## config.mk

```make
export PLATFORM = sky130hd
export DESIGN_NAME = c6502_bus
export DESIGN_NICKNAME = d
export VERILOG_FILES = /design/src/rtl/c6502_bus.sv
export SDC_FILE = /design/constraint.sdc
export NUM_CORES = 1
export LEC_CHECK = 0
export CAP_MARGIN = 10
export CORE_MARGIN = 2
export CORE_UTILIZATION = 30
export DETAILED_ROUTE_END_ITERATION = 10
export MAX_ROUTING_LAYER = met4
export PLACE_DENSITY = 0.68
export SYNTH_ARGS = -nofsm -noshare
export SYNTH_HDL_FRONTEND = slang
export SYNTH_SLANG_ARGS = --single-unit
```

## constraint.sdc

```tcl
create_clock -name clock -period 0.9 [get_ports clock]
set_input_delay 0.09 -clock clock [delete_from_list [all_inputs] [get_ports clock]]
set_output_delay 0.09 -clock clock [all_outputs]
set_load 0.1 [all_outputs]
```

## src/rtl/c6502_bus.sv

```systemverilog
// c6502_bus -- bus sequencer between a 6502-style CPU core and its memories.
//
// The CPU core is clock-enabled: it presents an address/write strobe and
// waits until cpu_ce pulses for one cycle. That pulse marks the end of the
// bus cycle, and read data is valid on cpu_in in that same cycle.
//   0000-7FFF : internal synchronous RAM. One-cycle read latency.
//               The bus cycle is always 2 clocks.
//   8000-FFFF : external req/ack port. The bus cycle is at least 3 clocks.
//
// Ports
//   clock, reset           : single clock; synchronous active-high reset
//   cpu_address/out/we     : CPU request, held stable while cpu_ce=0
//   cpu_in, cpu_ce         : read data and one-cycle completion pulse
//   ram_address/out/we/in  : synchronous RAM port
//   ext_req/we/address/wdata, ext_rdata/ack : external request/acknowledge port
//   bus_err                : sticky external-timeout flag
//
// Configuration
//   TIMEOUT                : watchdog limit in S_EXT cycles (8-bit)
//   `C6502_BUS_TIMEOUT_EN  : when defined, adds the external-access watchdog.
//                            When undefined, S_EXT waits indefinitely and
//                            bus_err is tied to 0.
module c6502_bus #(
  parameter int unsigned TIMEOUT = 255
) (
  input  logic        clock,
  input  logic        reset,
  input  logic [15:0] cpu_address,
  input  logic [7:0]  cpu_out,
  input  logic        cpu_we,
  output logic [7:0]  cpu_in,
  output logic        cpu_ce,
  output logic [14:0] ram_address,
  output logic [7:0]  ram_out,
  output logic        ram_we,
  input  logic [7:0]  ram_in,
  output logic        ext_req,
  output logic        ext_we,
  output logic [15:0] ext_address,
  output logic [7:0]  ext_wdata,
  input  logic [7:0]  ext_rdata,
  input  logic        ext_ack,
  output logic        bus_err
);

  typedef enum logic [1:0] {S_ADDR, S_RAM, S_EXT, S_DONE} state_t;

  state_t      state_q, state_d;
  logic        ext_req_q, ext_req_d;
  logic        ext_we_q, ext_we_d;
  logic [15:0] ext_address_q, ext_address_d;
  logic [7:0]  ext_wdata_q, ext_wdata_d;
  logic [7:0]  rdata_q, rdata_d;     // data latched from the external port
  logic [7:0]  cpu_in_q, cpu_in_d;   // last value shown on cpu_in

`ifdef C6502_BUS_TIMEOUT_EN
  localparam logic [8:0] TIMEOUT_LIM = 9'(TIMEOUT);
  logic [7:0] wd_q, wd_d;
  logic       bus_err_q, bus_err_d;
`endif

  always_comb begin
    state_d       = state_q;
    ext_req_d     = ext_req_q;
    ext_we_d      = ext_we_q;
    ext_address_d = ext_address_q;
    ext_wdata_d   = ext_wdata_q;
    rdata_d       = rdata_q;
    ram_address   = cpu_address[14:0];
    ram_out       = cpu_out;
    ram_we        = 1'b0;
    cpu_ce        = 1'b0;
    cpu_in        = cpu_in_q;
`ifdef C6502_BUS_TIMEOUT_EN
    wd_d          = wd_q;
    bus_err_d     = bus_err_q;
`endif

    unique case (state_q)
      S_ADDR: begin
        if (!cpu_address[15]) begin
          // The RAM write strobe comes straight from the CPU for this single
          // cycle. Reset masks it so that a write in flight never lands.
          ram_we  = cpu_we & ~reset;
          state_d = S_RAM;
        end else begin
          ext_address_d = cpu_address;
          ext_wdata_d   = cpu_out;
          ext_we_d      = cpu_we;
          ext_req_d     = 1'b1;
          state_d       = S_EXT;
`ifdef C6502_BUS_TIMEOUT_EN
          wd_d          = 8'd0;
`endif
        end
      end

      S_RAM: begin
        cpu_ce  = 1'b1;
        cpu_in  = ram_in;
        state_d = S_ADDR;
      end

      S_EXT: begin
        // Ack is checked first, so it wins when it coincides with the
        // watchdog expiring.
        if (ext_ack) begin
          rdata_d   = ext_we_q ? 8'hFF : ext_rdata;
          ext_req_d = 1'b0;
          state_d   = S_DONE;
        end
`ifdef C6502_BUS_TIMEOUT_EN
        else if (({1'b0, wd_q} + 9'd1) == TIMEOUT_LIM) begin
          rdata_d   = 8'hFF;
          ext_req_d = 1'b0;
          bus_err_d = 1'b1;
          state_d   = S_DONE;
        end else begin
          wd_d = wd_q + 8'd1;
        end
`endif
      end

      S_DONE: begin
        cpu_ce  = 1'b1;
        cpu_in  = rdata_q;
        state_d = S_ADDR;
      end

      default: state_d = S_ADDR;
    endcase

    // Never hand the CPU a completion while reset is being applied.
    if (reset) cpu_ce = 1'b0;
    cpu_in_d = cpu_ce ? cpu_in : cpu_in_q;
  end

  always_ff @(posedge clock) begin
    if (reset) begin
      state_q       <= S_ADDR;
      ext_req_q     <= 1'b0;
      ext_we_q      <= 1'b0;
      ext_address_q <= 16'h0000;
      ext_wdata_q   <= 8'h00;
      rdata_q       <= 8'h00;
      cpu_in_q      <= 8'h00;
`ifdef C6502_BUS_TIMEOUT_EN
      wd_q          <= 8'd0;
      bus_err_q     <= 1'b0;
`endif
    end else begin
      state_q       <= state_d;
      ext_req_q     <= ext_req_d;
      ext_we_q      <= ext_we_d;
      ext_address_q <= ext_address_d;
      ext_wdata_q   <= ext_wdata_d;
      rdata_q       <= rdata_d;
      cpu_in_q      <= cpu_in_d;
`ifdef C6502_BUS_TIMEOUT_EN
      wd_q          <= wd_d;
      bus_err_q     <= bus_err_d;
`endif
    end
  end

  assign ext_req     = ext_req_q;
  assign ext_we      = ext_we_q;
  assign ext_address = ext_address_q;
  assign ext_wdata   = ext_wdata_q;

`ifdef C6502_BUS_TIMEOUT_EN
  assign bus_err = bus_err_q;
`else
  assign bus_err = 1'b0;
`endif

endmodule
```

### Word-level counts from Yosys, hierarchy flattened

Index checks and enable logic that the tools add are counted.

* eq/ne operators: 5
* mux-type cells: 12
* bitwise logic cells: 2
* reduce and logical (&&, ||, !) cells: 6

Operators by type and width (count)
* one-hot mux 8 bit (2 select lines): 1
* two-way mux 8 bit: 1
* two-way mux 1 bit: 6
* one-hot mux 2 bit (3 select lines): 1
* equality test 2 bit (second input constant): 2
* two-way mux 2 bit: 2
* inequality test 2 bit (second input constant): 2
* AND reduction 2 bit: 2
* AND reduction 3 bit: 1
* equality test 2 x 1 -> 1 bit (second input constant): 1
* logical NOT 2 bit: 1
* one-hot mux 1 bit (2 select lines): 1
* nonzero test 2 bit: 1
* OR reduction 2 bit: 1
* bitwise AND 1 bit: 1
* NOT 1 bit: 1

* flip-flop bits (word level): 44
* bits of input ports: 44
* output and inout port bits: 60
* logic and storage cells: 32

### Longest topological paths before layout

Gate-level depths: netlist of run 1.

* depth in word-level cells: 4
* depth in mapped cells: 4
* gate-level depth less buffers: 2

### Worst setup path after synthesis of run 1

Ideal clock, no wire load.

* path kind: reg-to-output
* start point: reg state_q[0]
* end point: out cpu_in[0]
* arrival time: 2130 ps
* data required time: 810 ps
* slack: -1320 ps
* stages on the path, launching flop included: 5
* path buffers: 2
* path through: dfxtp_1 buf_6 buf_4 nor2_1 a21oi_1

* word-level cells in the longest chain between the ends: 2
* elaborated cells on any way between the ends: 3
* classes of those cells: 2 x eq/ne; 1 x mux

Ends and longest elaborated chain
* start, declared: RTL line 48 `state_t state_q, state_d;`
* start signal, assigned: RTL line 152 `state_q <= state_d;`
* equality test 2 bit or equality test 2 x 1 -> 1 bit (tied branches): RTL line 79 `unique case (state_q)`
* one-hot mux 8 bit (2 select lines) *: RTL line 79
* end, declared: RTL line 31 `output logic [7:0] cpu_in,`

Every way passes the cells marked *; elsewhere a longest branch is shown, timed or not.

### Final worst setup path of run 1

* start point: reg state_q[1]
* end point: out cpu_in[5]

The elaborated chain is that of the path after synthesis.

==> results of run 1 <==
area by class of cell:
class / instances / area [um2]
fillers: 571 / 2710
repair buffers: 139 / 2070
multi-input cells: 141 / 1260
flip-flops and latches: 44 / 936
well taps: 99 / 124
clock buffers: 7 / 97.6
clock inverters: 1 / 5.00
inverters: 1 / 3.75
kinds of logic (layout without fill, tap and decap cells):
family,count (synthesis),in the layout,synth area share
compound gates,27,27,0.0827
buf+inv,42,148,0.143
flops,44,44,0.396
mux,40,40,0.180
other cells,1,1,0.00169
simple gates,73,73,0.197
metrics by stage:
step	TNS, ps	setup WS (ps)
floorplan	-7620	-398
global placement	-18090	-506
finish	-19280	-565
detailed placement	-19090	-563
global route	-23550	-613
CTS	-19640	-570
synth_stat cells:
cell,n
buf_4,25
and2_1,1
clkbuf_1,7
a21oi_1,8
nand2b_1,56
nor2_1,10
buf_12,2
inv_1,1
a22o_1,1
and3_1,1
buf_6,4
nor3b_2,1
nor3_1,1
dfxtp_1,44
conb_1,1
o21a_1,2
mux2i_1,40
buf_2,3
nor2b_1,2
o21bai_1,8
a211oi_1,8
nand3b_1,1
worst paths after layout:
kind | startpoint | end | slack (ps)
worst max-delay path | state_q[1]$_SDFFE_PP0P_ | cpu_in[5] | -560
worst min-delay path | cpu_address[8] | ext_address[8]$_SDFFE_PP0P_ | 130
worst max register to register | state_q[0]$_SDFFE_PP0P_ | ext_address[4]$_SDFFE_PP0P_ | -450
worst min register to register | ext_address[12]$_SDFFE_PP0P_ | ext_address[12]$_SDFFE_PP0P_ | 500
worst max-delay path, delay by kind of cell, from the launching register on:
family          cells  cell delay (ps)
buf+inv             2              350
mux                 1              190
compound gates      1              160
flops               1              370
sequential cells by signal (all words and copies together) (netlist names):
signal and count:
cpu_in_q 8, ext_address 16, ext_req 1, ext_wdata 8, ext_we 1, rdata_q 8
state_q 2
timing repair:
action,in CTS,in global routing
resized for setup,40,10
setup endpoints to repair,101,82
pin swaps,2,3
gates cloned,5,1
buffers inserted,14,3
layer usage:
metal / vias to the layer above / routed length (um) / global-route usage
li1: 943 / - / -
met1: 890 / 2650 / 0.194
met2: 77 / 3060 / 0.269
met3: 7 / 380 / 0.0377
met4: 0 / 70 / 0.0462
met5: - / 0 / -
power by group:
| part | internal (mW) | total, mW | switching (mW) | leakage, nW |
|---|---|---|---|---|
| Sequential | 2.10 | 2.25 | 0.144 | 0.374 |
| Clock | 0.713 | 1.39 | 0.672 | 0.0534 |
| Combinational | 1.48 | 3.58 | 2.10 | 1.43 |
==> metrics.md, run 1 <==
| Metric | Value |
|---|---|
| Final antenna-violating net count | 0 |
| H-tree levels | 2 |
| Hold Fails Final Rpt | 0 |
| Die width | 90.1 um |
| Largest net degree at the start of global routing | 41 |
| # IOs | 104 |
| Latest clock arrival within the worst-skew pair | 290 ps |
| Vias in the first global route | 2111 |
| Peak VDD IR | 1.01 mV |
| Final Cycle Share | 1.63 |
| Synth warn | 0 |
| Diode count | 0 |
| Hpwl dp | 4230 um |
| # hold bufs at CTS | 0 |
| Clk buf depth | 2 |
| TritonCTS Sinks | 44 |
| Final setup fails | 80 |
| #FFs+latches synth | 44 |
| WHS | 132 ps |
| Total Nets Final | 376 |
| Initial antenna violation count | 0 |
| Most common cell after layout, fill and taps aside | buf_12 |
| GR Overflow Total | 0 |
| Fin util | 0.624 |
| Final Routed Wirelength | 6160 um |
| Area of the die | 0.00812 mm2 |
| Via/cell ratio | 4.44 |
| Most frequent cells in the layout | 67 x buf_12, 56 x nand2b_1, 31 x mux2i_1 |
| Post-Syn Area per Cell | 9.80 um2 |
| Clock skew | 5.43 ps |
| Worst Path Max Fanout | 4 |
| Core area | 0.00721 mm2 |
| Largest stage delay, worst path | 370 ps |
| Final instance area | 0.00450 mm2 |
| Vias post-DR | 1917 |
| Area contributors post-synth | dfxtp_1 40%, mux2i_1 18%, nand2b_1 16% |
| Critical path class | reg2out |
| R2R cell count | 5 |
| Synth top area share | 0.396 |
| CTS root buffer | clkbuf_8 |
| Critical Path RT | 810 ps |
| Leakage | 1.85 nW |
| Period minus WS final | 1460 ps |
| Ratio of cells with drive above 1 in the final layout | 0.468 |
| Layout area overhead | 102% |
| Critical-path cell list | clkbuf_16, mux2i_4, a21oi_4, buf_12 |
| Total chip power | 7.21 mW |
| Die height | 90.1 um |
| Synth area leader | dfxtp_1 |
| Reg clk slew, reported paths | 80 ps |
| Num CTS Buffers | 5 |
| Wirelength per Cell | 14.3 um |
| Min-Delay Path Class | in2reg |
| DR pass1 iterations | 4 |
| WP data arrival | 1370 ps |
| Post-DP Area | 0.00403 mm2 |
| Failing checks | negative setup slack |
| Outcome | complete, but fails checks |
| Min-Delay Path Depth | 3 |
| Maximum clock rate | 683 MHz |
| Seq/Total Area, Yosys | 0.396 |
| Crit path max-delay cell type | dfxtp_4 |
| Synth Instances | 227 |
| CTS tree | yes |
| Cell Rows | 31 |
| Crit. End Element | output pin |
| Non-Filler Instances | 432 |
| DRC Markers | 0 |
| Port bufs | 102 |
| PD cells | 1600 mW/mm2 |
| Setup ws final | -565 ps |
| GPL Wtd Cong | 0.774 |
| Mapped Nets | 271 |
| RSZ-0062 raised after global routing | yes |
| Post-Syn Area | 0.00222 mm2 |
| Initial Util | 0.308 |
| First DRT Iteration DRCs | 52 |
| CP Launch Type | flop |
| First-pass GRT wire length | 10400 um |
| Placed Instances | 404 |
| MaxCap Viol Count | 0 |
| Max-slew violation count | 0 |
| Global Route Usage Sum | 0.161 |
| Number of library cell types mapped by synthesis | 22 |
No activity file was read; power rests on OpenSTA's default activity.
==> run 2: changes to the inputs <==
--- a/config.mk
+++ b/config.mk
@@ -11,6 +11,8 @@
 export DETAILED_ROUTE_END_ITERATION = 10
 export MAX_ROUTING_LAYER = met4
 export PLACE_DENSITY = 0.68
+export SETUP_SLACK_MARGIN = 0.02
 export SYNTH_ARGS = -nofsm -noshare
 export SYNTH_HDL_FRONTEND = slang
 export SYNTH_SLANG_ARGS = --single-unit
+export TNS_END_PERCENT = 1
==> run 2 against run 1 <==
The run still ends with negative setup slack left. Sequential cell count unchanged. First-iteration DRC count decreased by 44%. Sequential power about the same. Final cell count decreased by 3.7%. Worst setup slack got worse by 6.3 ps. Clock-buffer cell count decreased by 1. Critical path depth unchanged. Hold slack improved by 99 ps. Register-to-register slack got worse by 30 ps. Critical endpoint is now cpu_in[4].
==> metrics.md, run 2 (synthesis gave the netlist of run 1 again) <==
| Metric | Value |
|---|---|
| Crit. End Element | output pin |
| First DRT Iteration DRCs | 29 (-44%) |
| Wirelength per Cell | 13.6 um (-5.0%) |
| Hold Fails Final Rpt | 0 (unchanged) |
| Initial Util | 0.308 (unchanged) |
| PD cells | 1630 mW/mm2 (+1.8%) |
| Die width | 90.1 um (unchanged) |
| Min-Delay Path Class | in2reg |
| Period minus WS final | 1470 ps (+6.28 ps) |
| WP data arrival | 1380 ps (about the same) |
| Num CTS Buffers | 5 (unchanged) |
| Critical Path RT | 810 ps (about the same) |
| Vias in the first global route | 1888 (-11%) |
| Via/cell ratio | 4.49 (+1.2%) |
| DR pass1 iterations | 4 (unchanged) |
| Clock skew | 5.49 ps (+0.0645 ps) |
| DRC Markers | 0 (unchanged) |
| Largest register FFs | 16 (unchanged) |
| Crit path max-delay cell type | dfxtp_4 |
| Final Routed Wirelength | 5640 um (-8.5%) |
| Most frequent cells in the layout | 62 x buf_12, 56 x nand2b_1, 31 x mux2i_1 |
| H-tree levels | 2 (unchanged) |
| Largest stage delay, worst path | 390 ps (+20 ps) |
| Hpwl dp | 4220 um (-0.36%) |
| Layout fillers | 614 (+7.5%) |
| Final antenna-violating net count | 0 (unchanged) |
| Worst Path Max Fanout | 6 (+2) |
| CTS root buffer | clkbuf_8 |
| GR Overflow Total | 0 (unchanged) |
| Final Cycle Share | 1.63 (+0.00697) |
| Global Route Usage Sum | 0.144 (-0.0162) |
| Outcome | complete, but fails checks |
| First-pass GRT wire length | 9360 um (-10%) |
| Max-slew violation count | 0 (unchanged) |
| RSZ-0062 raised after global routing | yes |
| GPL Wtd Cong | 0.725 (-6.3%) |
| Most common cell after layout, fill and taps aside | buf_12 |
| CP Launch Type | flop |
| Reg2reg start | state_q[1]$_SDFFE_PP0P_ |
| Highest routed layer | met4 |
| Leakage | 1.70 nW (-8.1%) |
| Ratio of cells with drive above 1 in the final layout | 0.457 (-0.0111) |
| # hold bufs at CTS | 0 (unchanged) |
| Hold wc startpoint | cpu_address[8] |
| Total Nets Final | 360 (-4.3%) |
| Port bufs | 102 (unchanged) |
| DRT met1 WL | 2470 um (-7.0%) |
| Failing checks | negative setup slack |
| Initial antenna violation count | 0 (unchanged) |
| Most frequent CP cell | buf_12 |
| Reg clk slew, reported paths | 80 ps (about the same) |
| Met2 routed WL | 2810 um (-8.4%) |
| Cell Rows | 31 (unchanged) |
| Routed met3 length | 335 um (-12%) |
| MaxCap Viol Count | 0 (unchanged) |
| # IOs | 104 (unchanged) |
| TritonCTS Sinks | 44 (unchanged) |
| Largest net degree at the start of global routing | 38 (-7.3%) |
| Critical path class | reg2out |
| Reg2reg setup slack | -480 ps (-30 ps) |
| Area of the die | 0.00812 mm2 (unchanged) |
| Final setup fails | 80 (unchanged) |
| Critical-path cell list | buf_12, mux2i_4, a21oi_4, buf_12 |
| Vias post-DR | 1868 (-2.6%) |
| Peak VDD IR | 0.718 mV (-29%) |
| Layout area overhead | 89.8% |
| Diode count | 0 (unchanged) |
| Final instance area | 0.00422 mm2 (-6.2%) |
| Core area | 0.00721 mm2 (unchanged) |
| Place WS | -475 ps (+88.4 ps) |
| Post-DP Area | 0.00396 mm2 (-1.8%) |
| Setup ws final | -571 ps (-6.28 ps) |
| Latest clock arrival within the worst-skew pair | 290 ps (about the same) |
| Clk buf depth | 2 (unchanged) |
| Worst setup startpoint | state_q[1]$_SDFFE_PP0P_ |
| Die height | 90.1 um (unchanged) |
| CTS tree | yes |
| Maximum clock rate | 680 MHz (-0.43%) |
run 2: where the power goes:
| group | leakage (nW) | total [mW] | internal (mW) | switching, mW |
|---|---|---|---|---|
| clock network | 0.0510 | 1.28 | 0.613 | 0.667 |
| logic | 1.28 | 3.36 | 1.31 | 2.04 |
| registers | 0.373 | 2.25 | 2.11 | 0.140 |
| total | 1.70 | 6.89 | 4.04 | 2.85 |
run 2: what timing repair did:
item	4_1_cts	5_1_grt
setup endpoints to repair	103	80
hold endpoints to repair	0	0
gates resized for setup	68	7
pin swaps	6	3
cloned	1	0
setup buffers	1	0
run 2: metal layers:
metal,global-route usage,vias up
met5,-,-
met1,0.172,889
met2,0.245,69
li1,-,906
met3,0.0386,4
met4,0.0333,0
run 2: final timing paths:
check,to,depth (start not counted)
worst max-delay path,cpu_in[4],4
worst min-delay path,ext_address[8]$_SDFFE_PP0P_,3
worst max register to register,ext_address[2]$_SDFFE_PP0P_,5
worst min register to register,ext_wdata[1]$_SDFFE_PP0P_,2
run 2: critical path: cells and delay by family (launching register included):
family,cells,cell delay (ps)
muxes,1,280
DFF,1,390
AOI/OAI and AO/OA,1,90
buffers and inverters,2,330
run 2: stage by stage:
step	utilization	power [mW]	std cells	setup TNS, ps	hold WS, ps
global route	0.585	7.14	416	-23420	244
global placement	0.549	5.52	406	-15940	475
floorplan	-	4.38	227	-18450	238
detailed placement	0.549	5.55	406	-16980	481
finish	0.585	6.89	416	-19750	231
CTS	0.582	6.95	416	-20890	224
run 2: cell type report:
| class | instances | area [um2] | share of cell area |
|---|---|---|---|
| timing repair buffer | 123 | 1810 | 0.428 |
| multi-input combinational | 141 | 1270 | 0.301 |
| clock buffer | 6 | 82.6 | 0.0196 |
| sequential | 44 | 923 | 0.219 |
| tap | 99 | 124 | 0.0293 |
| clock inverter | 2 | 10.0 | 0.00237 |
| inverter | 1 | 3.75 | 0.000889 |
==> run 3: changes to the inputs <==
--- a/config.mk
+++ b/config.mk
@@ -5,6 +5,7 @@
 export SDC_FILE = /design/constraint.sdc
 export NUM_CORES = 1
 export LEC_CHECK = 0
+export ABC_AREA = 1
 export CAP_MARGIN = 10
 export CORE_MARGIN = 2
 export CORE_UTILIZATION = 30
==> run 3 against run 2 <==
The run still ends with negative setup slack left. Hold slack improved by 64 ps. Non-clock buffer count fell by 4. Sequential cell count unchanged. Sequential power is 3% higher. Synthesized area fell by 2.5%. Final cell count grew 16%.
==> metrics.md, run 3 <==
| Metric | Value |
|---|---|
| Synth top area share | 0.406 (+0.0100) |
| Via/cell ratio | 4.33 (-3.5%) |
| Reg clk slew, reported paths | 80 ps (about the same) |
| CTS tree | yes |
| Number of library cell types mapped by synthesis | 19 (-14%) |
| Total Nets Final | 425 (+18%) |
| Final Cycle Share | 1.51 (-0.128) |
| Post-Syn Area | 0.00217 mm2 (-2.5%) |
| Largest net degree at the start of global routing | 48 (+26%) |
| Multi-input gate area | 993 um2 (-22%) |
| Final Routed Wirelength | 5740 um (+1.9%) |
| Post-Synth Simple-Gate Area | 0.354 (+0.157) |
| Hpwl dp | 4320 um (+2.4%) |
| Synth Area in Compound Gates | 0.0640 (-0.0187) |
| Leakage | 1.86 nW (+9.4%) |
| Hold Fails Final Rpt | 0 (unchanged) |
| Latest clock arrival within the worst-skew pair | 290 ps (about the same) |
| Maximum clock rate | 738 MHz (+8.5%) |
| Post-synth top cells | 59 x nand2_1, 44 x dfxtp_1, 42 x nor2_1 |
| # IOs | 104 (unchanged) |
| EDFF count, synth | 0 (unchanged) |
| GPL Wtd Cong | 0.801 (+11%) |
| Die width | 89.0 um (-1.2%) |
| Most common cell in the synthesized netlist | nand2_1 |
| Initial antenna violation count | 0 (unchanged) |
| Global Route Usage Sum | 0.156 (+0.0115) |
| Failing checks | negative setup slack |
| First DRT Iteration DRCs | 53 (+83%) |
| Synth Flop Type | dfxtp_1 |
| Port bufs | 102 (unchanged) |
| Die height | 89.0 um (-1.2%) |
| Period minus WS final | 1360 ps (-115 ps) |
| H-tree levels | 2 (unchanged) |
| CP Launch Type | flop |
| Initial Util | 0.304 (-0.00436) |
| Place WS | -302 ps (+172 ps) |
| Non-Filler Instances | 481 (+16%) |
| WHS | 295 ps (+64.2 ps) |
| Total area of sequential cells | 926 um2 (+0.27%) |
| Min-Delay Path Class | in2reg |
| Largest register FFs | 16 (unchanged) |
| #FFs+latches synth | 44 (unchanged) |
| RSZ-0062 raised after global routing | yes |
| GR Overflow Total | 0 (unchanged) |
| Clock skew | 6.51 ps (+1.02 ps) |
| Area of the die | 0.00793 mm2 (-2.4%) |
| Diode count | 0 (unchanged) |
| Most common cell after layout, fill and taps aside | buf_12 |
| Synth Instances | 299 (+32%) |
| TritonCTS Sinks | 44 (unchanged) |
| Critical path class | reg2out |
| Cell Rows | 31 (unchanged) |
| Vias post-DR | 2085 (+12%) |
| CTS root buffer | clkbuf_8 |
| Total chip power | 7.28 mW (+5.6%) |
| Peak VDD IR | 0.842 mV (+17%) |
| Main combinational cell family by area after synthesis | simple AND/OR/NAND/NOR gates |
| PD cells | 1800 mW/mm2 (+10%) |
| WP data arrival | 1270 ps (-110 ps) |
| Vias in the first global route | 2004 (+6.1%) |
| Clk buf depth | 2 (unchanged) |
| Multiplexer share of the synthesized area | 0 (-0.180) |
| Ratio of cells with drive above 1 in the final layout | 0.369 (-0.0883) |
| Seq/Total Area, Yosys | 0.406 (+0.0100) |
| DRC Markers | 0 (unchanged) |
| Critical Path RT | 810 ps (about the same) |
| Setup ws final | -456 ps (+115 ps) |
| Worst Path Max Fanout | 3 (-3) |
| Area contributors post-synth | dfxtp_1 41%, nand2_1 10%, buf_4 9.7% |
| First-pass GRT wire length | 9350 um (about the same) |
| Core area | 0.00714 mm2 (-1.1%) |
| Adder-Cell Fraction of Synth Area | 0 (unchanged) |
| Synth area leader | dfxtp_1 |
| DR pass1 iterations | 4 (unchanged) |
| Max-slew violation count | 0 (unchanged) |
| Post-Syn Area per Cell | 7.26 um2 (-26%) |
| MaxCap Viol Count | 0 (unchanged) |
| Layout fillers | 654 (+6.5%) |
| Final antenna-violating net count | 0 (unchanged) |
| Num CTS Buffers | 5 (unchanged) |
| Wirelength per Cell | 11.9 um (-12%) |
| Crit. End Element | output pin |
| Layout area overhead | 86.7% |
| Fraction of registers with async set/reset | 0 (unchanged) |
| Placed Instances | 470 (+16%) |
| Mapped Nets | 343 (+27%) |
| XOR/XNOR Fraction of Synth Area | 0 (unchanged) |
| Most frequent cells in the layout | 65 x buf_12, 59 x nand2_1, 41 x nor2_1 |
| Final setup fails | 80 (unchanged) |
| Outcome | complete, but fails checks |
| Synth warn | 0 (unchanged) |
| TNS Setup | -12760 ps (+6990 ps) |
==> run 3: changes by cell type after synthesis, sizes merged, moves of 19 or more <==
| cell | delta |
|---|---|
| inv | +21 |
| a21oi | +19 |
| nand2 | +60 |
| nand2b | -56 |
| nand3b | +22 |
| nor2 | +33 |
| nand3 | +26 |
| mux2i | -40 |
==> run 3: worst max-delay path, stage by stage, from the launching register on <==
cell and delay, ps:
dfxtp_4 380, nor2_4 140, nand2_2 90, nor3_4 170, buf_12 200
==> run 3: area by class of cell <==
| class | instances | area share |
|---|---|---|
| clock buffer | 6 | 0.0179 |
| multi-input combinational | 189 | 0.245 |
| timing repair buffer | 119 | 0.446 |
| sequential | 44 | 0.229 |
| clock inverter | 2 | 0.00865 |
| tap | 99 | 0.0306 |
| inverter | 22 | 0.0229 |
==> run 3: final timing paths <==
path	from	endpoint	slack [ps]	cells after the start
setup / recovery	state_q[0]$_SDFFE_PP0P_	ram_we	-460	4
hold / removal	cpu_address[15]	state_q[0]$_SDFFE_PP0P_	300	5
setup reg to reg	state_q[0]$_SDFFE_PP0P_	ext_wdata[0]$_SDFFE_PP0P_	-270	6
hold reg to reg	ext_address[15]$_SDFFE_PP0P_	ext_address[15]$_SDFFE_PP0P_	480	2
==> run 3: through the flow <==
stage	utilization	cell area [um2]
final	0.568	4050
after global routing	0.568	4050
after CTS	0.561	4010
after detailed placement	0.538	3840
after global placement	0.538	3840
after floorplan	-	2220
==> run 3: logic make-up (layout without fill, tap and decap cells) <==
family | after synthesis | after routing
AOI/OAI and AO/OA | 27 | 27
buffers and inverters | 66 | 149
DFF | 44 | 44
other | 1 | 1
and+or+nand+nor | 161 | 161
==> run 3: repair_timing <==
item,CTS,global route
endpoints found under the setup margin,103,80
pin swaps,4,20
setup buffers,2,1
hold buffers,0,0
gates cloned,0,0
gates resized for setup,63,8
==> run 3: power by group <==
| group | internal, mW | leakage [nW] | switching [mW] |
|---|---|---|---|
| clock network | 0.824 | 0.0552 | 0.649 |
| logic | 1.30 | 1.44 | 2.20 |
| registers | 2.14 | 0.373 | 0.163 |
==> run 3: routing by layer <==
layer  global-route usage  share of wire
met1                0.177           0.40
met2                0.258           0.50
met4               0.0434          0.011
met5                    -              0
met3               0.0591          0.090
